--- src/rtl/sample_io_ctrl.sv ---
// -----------------------------------------------------------------------------
// sample_io_ctrl
// Purpose: paces ADC samples into a small input FIFO at a programmable rate,
//          feeds the FIFO head to a processor on its read strobe, and captures
//          processor results for a DAC with a one-cycle valid strobe.
//
// Parameters
//   NUBITS  sample / data word width
//   FDEPTH  input FIFO depth in words (power of 2, >= 2)
//   DIVW    sample-period divider width
//
// Ports
//   clk        system clock, rising edge
//   rst        synchronous active-high reset
//   start      pulse: IDLE -> RUN (clears error flags)
//   stop       pulse: RUN -> IDLE (wins over start)
//   period     sample period in clocks minus 1 (sampled at divider reload)
//   adc_in     sample source
//   proc_in    FIFO head to processor (combinational; last popped when empty)
//   req_in     processor read strobe (pops one word)
//   proc_out   processor result
//   out_en     processor output enables, bit 0 captures proc_out
//   dac_out    captured result
//   dac_valid  one-cycle strobe for a new dac_out
//   running    high in RUN
//   level      FIFO occupancy
//   overrun    sticky: sample dropped on a full FIFO
//   underrun   sticky: read strobe on an empty FIFO
//
// Optional build macro IO_STATS_EN adds 32-bit counters:
//   n_in       accepted pushes
//   n_out      dac_valid strobes
// -----------------------------------------------------------------------------
module sample_io_ctrl #(
   parameter int unsigned NUBITS = 23,
   parameter int unsigned FDEPTH = 4,
   parameter int unsigned DIVW   = 16
) (
   input  logic                            clk,
   input  logic                            rst,
   input  logic                            start,
   input  logic                            stop,
   input  logic        [DIVW-1:0]          period,
   input  logic signed [NUBITS-1:0]        adc_in,
   output logic signed [NUBITS-1:0]        proc_in,
   input  logic                            req_in,
   input  logic signed [NUBITS-1:0]        proc_out,
   input  logic        [1:0]               out_en,
   output logic signed [NUBITS-1:0]        dac_out,
   output logic                            dac_valid,
   output logic                            running,
   output logic        [$clog2(FDEPTH):0]  level,
   output logic                            overrun,
   output logic                            underrun
`ifdef IO_STATS_EN
   ,
   output logic        [31:0]              n_in,
   output logic        [31:0]              n_out
`endif
);

   localparam int unsigned AW = $clog2(FDEPTH);
   localparam int unsigned LW = AW + 1;

   typedef enum logic {
      IDLE = 1'b0,
      RUN  = 1'b1
   } state_t;

   state_t                   r_state;
   state_t                   w_state_nxt;
   logic                     w_enter_run;

   logic [DIVW-1:0]          r_cnt;
   logic [DIVW-1:0]          r_per;
   logic                     w_tick;

   logic signed [NUBITS-1:0] r_mem [FDEPTH];
   logic [AW-1:0]            r_wptr;
   logic [AW-1:0]            r_rptr;
   logic [LW-1:0]            r_level;
   logic signed [NUBITS-1:0] r_last;
   logic                     w_empty;
   logic                     w_full;
   logic                     w_do_pop;
   logic                     w_do_push;

   logic signed [NUBITS-1:0] r_dac_out;
   logic                     r_dac_valid;
   logic                     r_overrun;
   logic                     r_underrun;

   logic                     w_unused_oen;

   // Next-state logic: stop has priority over start.
   always_comb begin
      w_state_nxt = r_state;
      w_enter_run = 1'b0;
      case (r_state)
         IDLE: begin
            if (start && !stop) begin
               w_state_nxt = RUN;
               w_enter_run = 1'b1;
            end
         end
         RUN: begin
            if (stop) begin
               w_state_nxt = IDLE;
            end
         end
         default: w_state_nxt = IDLE;
      endcase
   end

   // State register.
   always_ff @(posedge clk) begin
      if (rst) begin
         r_state <= IDLE;
      end else begin
         r_state <= w_state_nxt;
      end
   end

   // Sample tick fires on the cycle the divider reaches the latched period.
   assign w_tick = (r_state == RUN) && (r_cnt == r_per);

   // Divider; period is latched on RUN entry and at every reload.
   always_ff @(posedge clk) begin
      if (rst) begin
         r_cnt <= '0;
         r_per <= '0;
      end else if (w_enter_run) begin
         r_cnt <= '0;
         r_per <= period;
      end else if (r_state == RUN) begin
         if (w_tick) begin
            r_cnt <= '0;
            r_per <= period;
         end else begin
            r_cnt <= r_cnt + DIVW'(1);
         end
      end else begin
         r_cnt <= '0;
      end
   end

   // A full FIFO still accepts a push when a pop frees a slot in the same cycle.
   assign w_empty   = (r_level == '0);
   assign w_full    = (r_level == LW'(FDEPTH));
   assign w_do_pop  = req_in && !w_empty;
   assign w_do_push = w_tick && (!w_full || w_do_pop);

   // FIFO storage carries no reset; validity is tracked by the pointers/level.
   always_ff @(posedge clk) begin
      if (w_do_push && !rst) begin
         r_mem[r_wptr] <= adc_in;
      end
   end

   // FIFO pointers, occupancy and last-popped word.
   always_ff @(posedge clk) begin
      if (rst) begin
         r_wptr  <= '0;
         r_rptr  <= '0;
         r_level <= '0;
         r_last  <= '0;
      end else begin
         if (w_do_push) begin
            r_wptr <= r_wptr + AW'(1);
         end
         if (w_do_pop) begin
            r_rptr <= r_rptr + AW'(1);
            r_last <= r_mem[r_rptr];
         end
         case ({w_do_push, w_do_pop})
            2'b10:   r_level <= r_level + LW'(1);
            2'b01:   r_level <= r_level - LW'(1);
            default: r_level <= r_level;
         endcase
      end
   end

   // Head of FIFO, or the most recently consumed word once drained.
   always_comb begin
      proc_in = r_last;
      if (!w_empty) begin
         proc_in = r_mem[r_rptr];
      end
   end

   // Sticky error flags; an error in the RUN-entry cycle is still recorded.
   always_ff @(posedge clk) begin
      if (rst) begin
         r_overrun  <= 1'b0;
         r_underrun <= 1'b0;
      end else begin
         if (w_tick && w_full && !w_do_pop) begin
            r_overrun <= 1'b1;
         end else if (w_enter_run) begin
            r_overrun <= 1'b0;
         end
         if (req_in && w_empty) begin
            r_underrun <= 1'b1;
         end else if (w_enter_run) begin
            r_underrun <= 1'b0;
         end
      end
   end

   // DAC capture with a single-cycle valid strobe.
   always_ff @(posedge clk) begin
      if (rst) begin
         r_dac_out   <= '0;
         r_dac_valid <= 1'b0;
      end else begin
         r_dac_valid <= out_en[0];
         if (out_en[0]) begin
            r_dac_out <= proc_out;
         end
      end
   end

   assign w_unused_oen = out_en[1];

`ifdef IO_STATS_EN
   logic [31:0] r_n_in;
   logic [31:0] r_n_out;

   // Free-running activity counters, cleared only by reset.
   always_ff @(posedge clk) begin
      if (rst) begin
         r_n_in  <= '0;
         r_n_out <= '0;
      end else begin
         if (w_do_push) begin
            r_n_in <= r_n_in + 32'(1);
         end
         if (out_en[0]) begin
            r_n_out <= r_n_out + 32'(1);
         end
      end
   end

   assign n_in  = r_n_in;
   assign n_out = r_n_out;
`endif

   assign dac_out   = r_dac_out;
   assign dac_valid = r_dac_valid;
   assign running   = (r_state == RUN);
   assign level     = r_level;
   assign overrun   = r_overrun;
   assign underrun  = r_underrun;

endmodule

--- config.mk ---
export PLATFORM = sky130hd
export DESIGN_NAME = sample_io_ctrl
export DESIGN_NICKNAME = d
export VERILOG_FILES = /design/src/rtl/sample_io_ctrl.sv
export SDC_FILE = /design/constraint.sdc
export NUM_CORES = 1
export LEC_CHECK = 0
export CELL_PAD_IN_SITES_DETAIL_PLACEMENT = 1
export CELL_PAD_IN_SITES_GLOBAL_PLACEMENT = 1
export CORE_MARGIN = 5
export CORE_UTILIZATION = 48
export CTS_BUF_LIST = sky130_fd_sc_hd__clkbuf_4 sky130_fd_sc_hd__clkbuf_8
export DETAILED_ROUTE_END_ITERATION = 10
export PLACE_DENSITY = 0.87
export SLEW_MARGIN = 30
export SYNTH_ARGS = -nofsm -noshare
export SYNTH_HDL_FRONTEND = slang
export SYNTH_SLANG_ARGS = --single-unit
--- constraint.sdc ---
create_clock -name clk -period 4.8 [get_ports clk]
set_input_delay 0.48 -clock clk [delete_from_list [all_inputs] [get_ports clk]]
set_output_delay 0.48 -clock clk [all_outputs]
set_load 0.01 [all_outputs]
==> Word level (Yosys, flattened, before mapping) <==
Memory sizes are Yosys's and may differ from the RTL's. A register that Yosys moved wholly into a read port is not among the register bits.
Index checks and enable logic that the tools add are counted.
{ "totals": {"register_bits": 89, "mem_bits_rw": 92, "inputBits": 69, "out_inout_bits": 53, "elab_cells": 60, "mem_count": 1} }
{ "op_classes": {"add_sub_neg": 5, "eq_ne": 4, "muxes": 16, "bitwise_logic": 1, "reduce_logical": 22} }
{ "memory_table": {"columns": ["memory", "depth", "word_bits", "read_ports", "rd_clocked_by_memory_dff", "wr", "line_no", "rtl"], "rows": [
  ["r_mem", 4, 23, 1, 1, 1, "78", "logic signed [NUBITS-1:0] r_mem [FDEPTH];"]
]} }
{ "op_table": {"columns": ["operator", "count"], "rows": [
  ["2-to-1 mux 16 bit", 3],
  ["2-to-1 mux 23 bit", 1],
  ["adder 16 x 1 -> 16 bit (second input constant)", 1],
  ["equality test 16 bit", 1],
  ["nonzero test 2 bit", 5],
  ["logical AND 1 bit", 8],
  ["2-to-1 mux 1 bit", 8],
  ["case mux 3 bit (2 select lines)", 1],
  ["logical NOT 1 bit", 5],
  ["adder 2 x 1 -> 2 bit (second input constant)", 2],
  ["2-to-1 mux 2 bit", 2],
  ["OR reduction 4 bit", 1],
  ["adder 3 x 1 -> 3 bit (second input constant)", 1],
  ["equality test 3 bit (second input constant)", 1],
  ["logical NOT 3 bit", 1],
  ["subtractor 3 x 1 -> 3 bit (second input constant)", 1],
  ["equality test 2 x 1 -> 1 bit (second input constant)", 1],
  ["equality test 2 bit (second input constant)", 1],
  ["case mux 1 bit (2 select lines)", 1],
  ["AND reduction 2 bit", 1],
  ["logical OR 1 bit", 1],
  ["inverter 1 bit", 1]
]} }

==> Longest topological paths before layout <==
{ "logic_depth": {"depth_word": 8, "ltp_mapped": 10, "mapped_depth_nobuf": 9} }

==> Worst setup path after synthesis <==
OpenSTA, ideal clock, no wires.
{ "synth_timing": {"kind": "register to register", "startpoint": "register r_cnt[0]", "endpoint": "memory r_mem[0][0], enable pin", "setup_time_ns": 0.382, "t_arrival_ns": 2.057, "required_time_ns": 4.418, "slack_ns": 2.362, "stages_incl_launch_ff": 7, "n_path_buf": 0, "period_less_slack_ns": 2.438, "cell_sequence": "dfxtp_1 > xnor2_2 > nand4_2 > nor4_4 > nand3_1 > nor2_1 > and2_1"} }
{ "synth_between": {"elab_chain_len": 6} }
{ "synth_lines": {"columns": ["element", "line_no", "rtl"], "rows": [
  ["from (decl)", "74", "logic [DIVW-1:0] r_cnt;"],
  ["from (signal assigned)", "140", "r_cnt <= r_cnt + DIVW'(1);"],
  ["equality test 16 bit", "125", "assign w_tick = (r_state == RUN) && (r_cnt == r_per);"],
  ["logical AND 1 bit", "125", null],
  ["logical AND 1 bit", "151", "assign w_do_push = w_tick && (!w_full || w_do_pop);"],
  ["logical AND 1 bit", "155", "if (w_do_push && !rst) begin"],
  ["2-to-1 mux 1 bit", "155", null],
  ["2-to-1 mux 1 bit (not written as such)", "156", "r_mem[r_wptr] <= adc_in;"],
  ["to (decl)", "78", null]
]} }
Every way passes these cells.

==> impl_metrics.xml <==
<?xml version="1.0" encoding="UTF-8"?>
<metrics>
  <group name="detailed_routing">
    <metric name="drt_pass1_iterations" unit="">4</metric>
    <metric name="wire_per_inst" unit="um">20.6</metric>
    <metric name="starting_drt_drc_count" unit="">268</metric>
    <metric name="drt.antenna.violating_nets" unit="">0</metric>
    <metric name="totalWireLength" unit="um">17800</metric>
    <metric name="drc_errors" unit="">0</metric>
    <metric name="routed_via_density" unit="">5.51</metric>
    <metric name="num_vias" unit="">4767</metric>
  </group>
  <group name="timing">
    <metric name="report.final.setup_viol" unit="">0</metric>
    <metric name="layout_worst_path_cycle_share" unit="%">63.7</metric>
    <metric name="fin_crit" unit="ns">3.06</metric>
    <metric name="report.final.slew_viol_count" unit="">0</metric>
    <metric name="slew-limit-headroom" unit="%">45.6</metric>
    <metric name="hold_viol" unit="">0</metric>
    <metric name="max_clock_freq" unit="GHz">0.327</metric>
    <metric name="setup_repair_after_global_routing_missed_its_margin" unit="">no</metric>
    <metric name="timing.setup.tns" unit="ns">0</metric>
    <metric name="worst_pin_slew" unit="ns">0.816</metric>
    <metric name="fin_skew" unit="ns">0.00968</metric>
  </group>
  <group name="logic_synthesis">
    <metric name="synth-main-ff-cell" unit="">sky130_fd_sc_hd__edfxtp_1</metric>
    <metric name="post-synth-top-area-cell" unit="">sky130_fd_sc_hd__edfxtp_1</metric>
    <metric name="synth.yosys.seq_area_share" unit="%">63.0</metric>
    <metric name="syn_inst" unit="">543</metric>
    <metric name="synth_top_cell_area_share" unit="%">38.0</metric>
    <metric name="ys_top_cells_by_area" unit="">sky130_fd_sc_hd__edfxtp_1, sky130_fd_sc_hd__dfxtp_1, sky130_fd_sc_hd__mux4_2</metric>
    <metric name="count_of_yosys_warnings_during_synthesis" unit="">0</metric>
    <metric name="netlist-cell-type-count" unit="">43</metric>
    <metric name="syn-num-nets" unit="">618</metric>
    <metric name="post_synth_edffs" unit="">92</metric>
    <metric name="syn_area" unit="um^2">7270</metric>
    <metric name="avgSynthCellArea" unit="um^2">13.4</metric>
    <metric name="ys_seq_elements" unit="">183</metric>
    <metric name="yosys.cell_count.top_type" unit="">sky130_fd_sc_hd__edfxtp_1</metric>
    <metric name="synthArstFlopShare" unit="%">0</metric>
    <metric name="ys_top_cells_by_count" unit="">sky130_fd_sc_hd__edfxtp_1, sky130_fd_sc_hd__dfxtp_1, sky130_fd_sc_hd__nor2_1, sky130_fd_sc_hd__nand2_1, sky130_fd_sc_hd__mux2i_1</metric>
  </group>
  <group name="grt">
    <metric name="grt_busiest_layer" unit="">met2</metric>
    <metric name="grtUsageMet1" unit="%">23.3</metric>
    <metric name="grt_max_degree" unit="">44</metric>
    <metric name="antenna_found_initial" unit="">0</metric>
    <metric name="gr-usage-met3" unit="%">5.55</metric>
    <metric name="grt_first_pass_wirelength" unit="um">28200</metric>
    <metric name="via_count_of_the_first_global_routing_pass" unit="">5291</metric>
    <metric name="grt_util_met2" unit="%">37.2</metric>
    <metric name="grt_use_total" unit="%">20.5</metric>
    <metric name="global_route.overflow_total" unit="">0</metric>
  </group>
  <group name="finish">
    <metric name="final_area" unit="um^2">9060</metric>
    <metric name="syn_to_final_growth" unit="%">24.6</metric>
    <metric name="insertedDiodeCount" unit="">0</metric>
    <metric name="drive_gt1_share" unit="%">15.1</metric>
    <metric name="design.final.nets" unit="">739</metric>
  </group>
  <group name="cts">
    <metric name="cts.reportedPaths.clkPinSlew" unit="ns">0.10</metric>
    <metric name="cts_repair_resize_count" unit="">0</metric>
    <metric name="post-cts-setup-buffer-count" unit="">0</metric>
    <metric name="ctsHoldBuffers" unit="">0</metric>
    <metric name="tritoncts" unit="">done</metric>
    <metric name="clock_buffers_created_by_tritoncts" unit="">17</metric>
    <metric name="clock_path_buffers" unit="">2</metric>
    <metric name="numClockSinks" unit="">183</metric>
    <metric name="clock_latency" unit="ns">0.47</metric>
    <metric name="h-tree-depth" unit="">4</metric>
    <metric name="clock-root-buffer" unit="">sky130_fd_sc_hd__clkbuf_8</metric>
  </group>
  <group name="power_and_ir_drop">
    <metric name="post-layout-total-power" unit="mW">4.26</metric>
    <metric name="pwr_density_cell" unit="nW/um^2">470</metric>
    <metric name="power.leakage" unit="nW">3.21</metric>
    <metric name="ir_worst_vdd" unit="mV">0.353</metric>
  </group>
  <group name="run_status">
    <metric name="status" unit="">completed</metric>
  </group>
  <group name="die">
    <metric name="placement_rows" unit="">45</metric>
    <metric name="io-pin-count" unit="">122</metric>
    <metric name="fp.dieArea" unit="um^2">17700</metric>
    <metric name="dieHeight" unit="um">133</metric>
    <metric name="initial_core_util" unit="%">48.4</metric>
    <metric name="placeableCoreArea" unit="um^2">15000</metric>
    <metric name="chipWidth" unit="um">133</metric>
  </group>
  <group name="critical_path">
    <metric name="timing.critical_path.to_type" unit="">primary output</metric>
    <metric name="cp_data_required_time" unit="ns">4.32</metric>
    <metric name="worst-path-max-fanout" unit="">23</metric>
    <metric name="start_kind" unit="">flop</metric>
    <metric name="critPathKind" unit="">reg2out</metric>
    <metric name="worstPathArrival" unit="ns">2.58</metric>
  </group>
  <group name="hold_path">
    <metric name="holdCritPathClass" unit="">reg2reg</metric>
  </group>
  <group name="place">
    <metric name="port_buffer_count" unit="">120</metric>
    <metric name="place.detailed.hpwl" unit="um">11800</metric>
    <metric name="placed_area" unit="um^2">8660</metric>
    <metric name="gp_congestion" unit="">0.790</metric>
  </group>
  <group name="flow_run">
    <metric name="maxCapViolCount" unit="">0</metric>
  </group>
</metrics>
==> cell type report <==
class | instances | area [um^2]
Fill cell | 1474 | 5970
Clock buffer | 17 | 234
Tap cell | 188 | 235
Inverter | 6 | 22.5
Clock inverter | 15 | 173
Sequential cell | 183 | 4590
Timing Repair Buffer | 130 | 1270
Multi-Input combinational cell | 326 | 2540
==> cells in the final DEF (no fill, tap or decap), drive strengths merged, types with 2 or more instances in the layout <==
| cell | n |
|---|---|
| nand3 | 12 |
| ha | 5 |
| nand2 | 54 |
| mux2 | 24 |
| xnor2 | 23 |
| nor4 | 2 |
| nor2 | 69 |
| mux4 | 23 |
| nor2b | 3 |
| buf | 11 |
| clkbuf | 17 |
| nand4 | 8 |
| and3 | 4 |
| mux2i | 39 |
| inv | 18 |
| nor3 | 4 |
| a21oi | 27 |
| edfxtp | 92 |
| xor2 | 10 |
| and2 | 5 |
| clkinv | 2 |
| clkdlybuf4s50 | 119 |
| a21o | 2 |
| dfxtp | 91 |
==> logic make-up (layout without fill, tap and decap cells) <==
family	after synthesis	in the layout	synth area share, %
buffers and inverters	34	168	2.25
muxes	86	86	16.2
xor gates and xnor gates	33	33	4.18
AOI/OAI and AO/OA	34	34	2.70
DFF	183	183	63.0
and+or+nand+nor	167	167	10.5
adders and majority gates	6	6	1.14
==> flip-flops by register name, indices dropped and copies added, names as in the netlist, named ones only <==
signal,cells
dac_valid,1
overrun,1
r_wptr,2
r_mem,92
running,1
r_last,23
r_per,16
underrun,1
level,3
r_cnt,16
r_rptr,2
dac_out,23
==> worst max-delay path, stage by stage (launching register included) <==
cell                              delay (ns)
sky130_fd_sc_hd__dfxtp_4                0.69
sky130_fd_sc_hd__mux4_2                 0.62
sky130_fd_sc_hd__mux2_2                 0.31
sky130_fd_sc_hd__clkdlybuf4s50_1        0.48
==> stage by stage <==
stage / hold slack [ns] / std cells / util [%] / setup slack (ns)
after floorplan: 0.433 / 543 / - / 2.36
after global placement: 0.439 / 833 / 57.5 / 1.96
after detailed placement: 0.450 / 833 / 57.6 / 1.93
after CTS: 0.463 / 865 / 60.3 / 1.39
after global routing: 0.488 / 865 / 60.3 / 1.61
final: 0.463 / 865 / 60.3 / 1.74
==> layer usage <==
metal | part of all wire (%) | wire length (um)
met5 | 0 | 0
met4 | 1.7 | 306
met3 | 5.4 | 968
met2 | 52 | 9340
met1 | 40 | 7180
==> worst paths after layout <==
| path | to | cells past startpoint | start | slack (ns) |
|---|---|---|---|---|
| min | r_last[15] | 2 | r_last[15] | 0.46 |
| max | proc_in[2] | 3 | flop | 1.74 |
| max reg2reg | level[2] | 10 | level[0] | 1.94 |
| min reg2reg | r_last[15] | 2 | r_last[15] | 0.46 |
==> power by group <==
| part | leakage, nW | switching [mW] | total, mW | internal, mW |
|---|---|---|---|---|
| Clock | 0.209 | 0.623 | 1.07 | 0.444 |
| Combinational | 1.43 | 0.613 | 1.34 | 0.731 |
| Sequential | 1.57 | 0.109 | 1.85 | 1.74 |
Power figures use the tool's default switching activity.
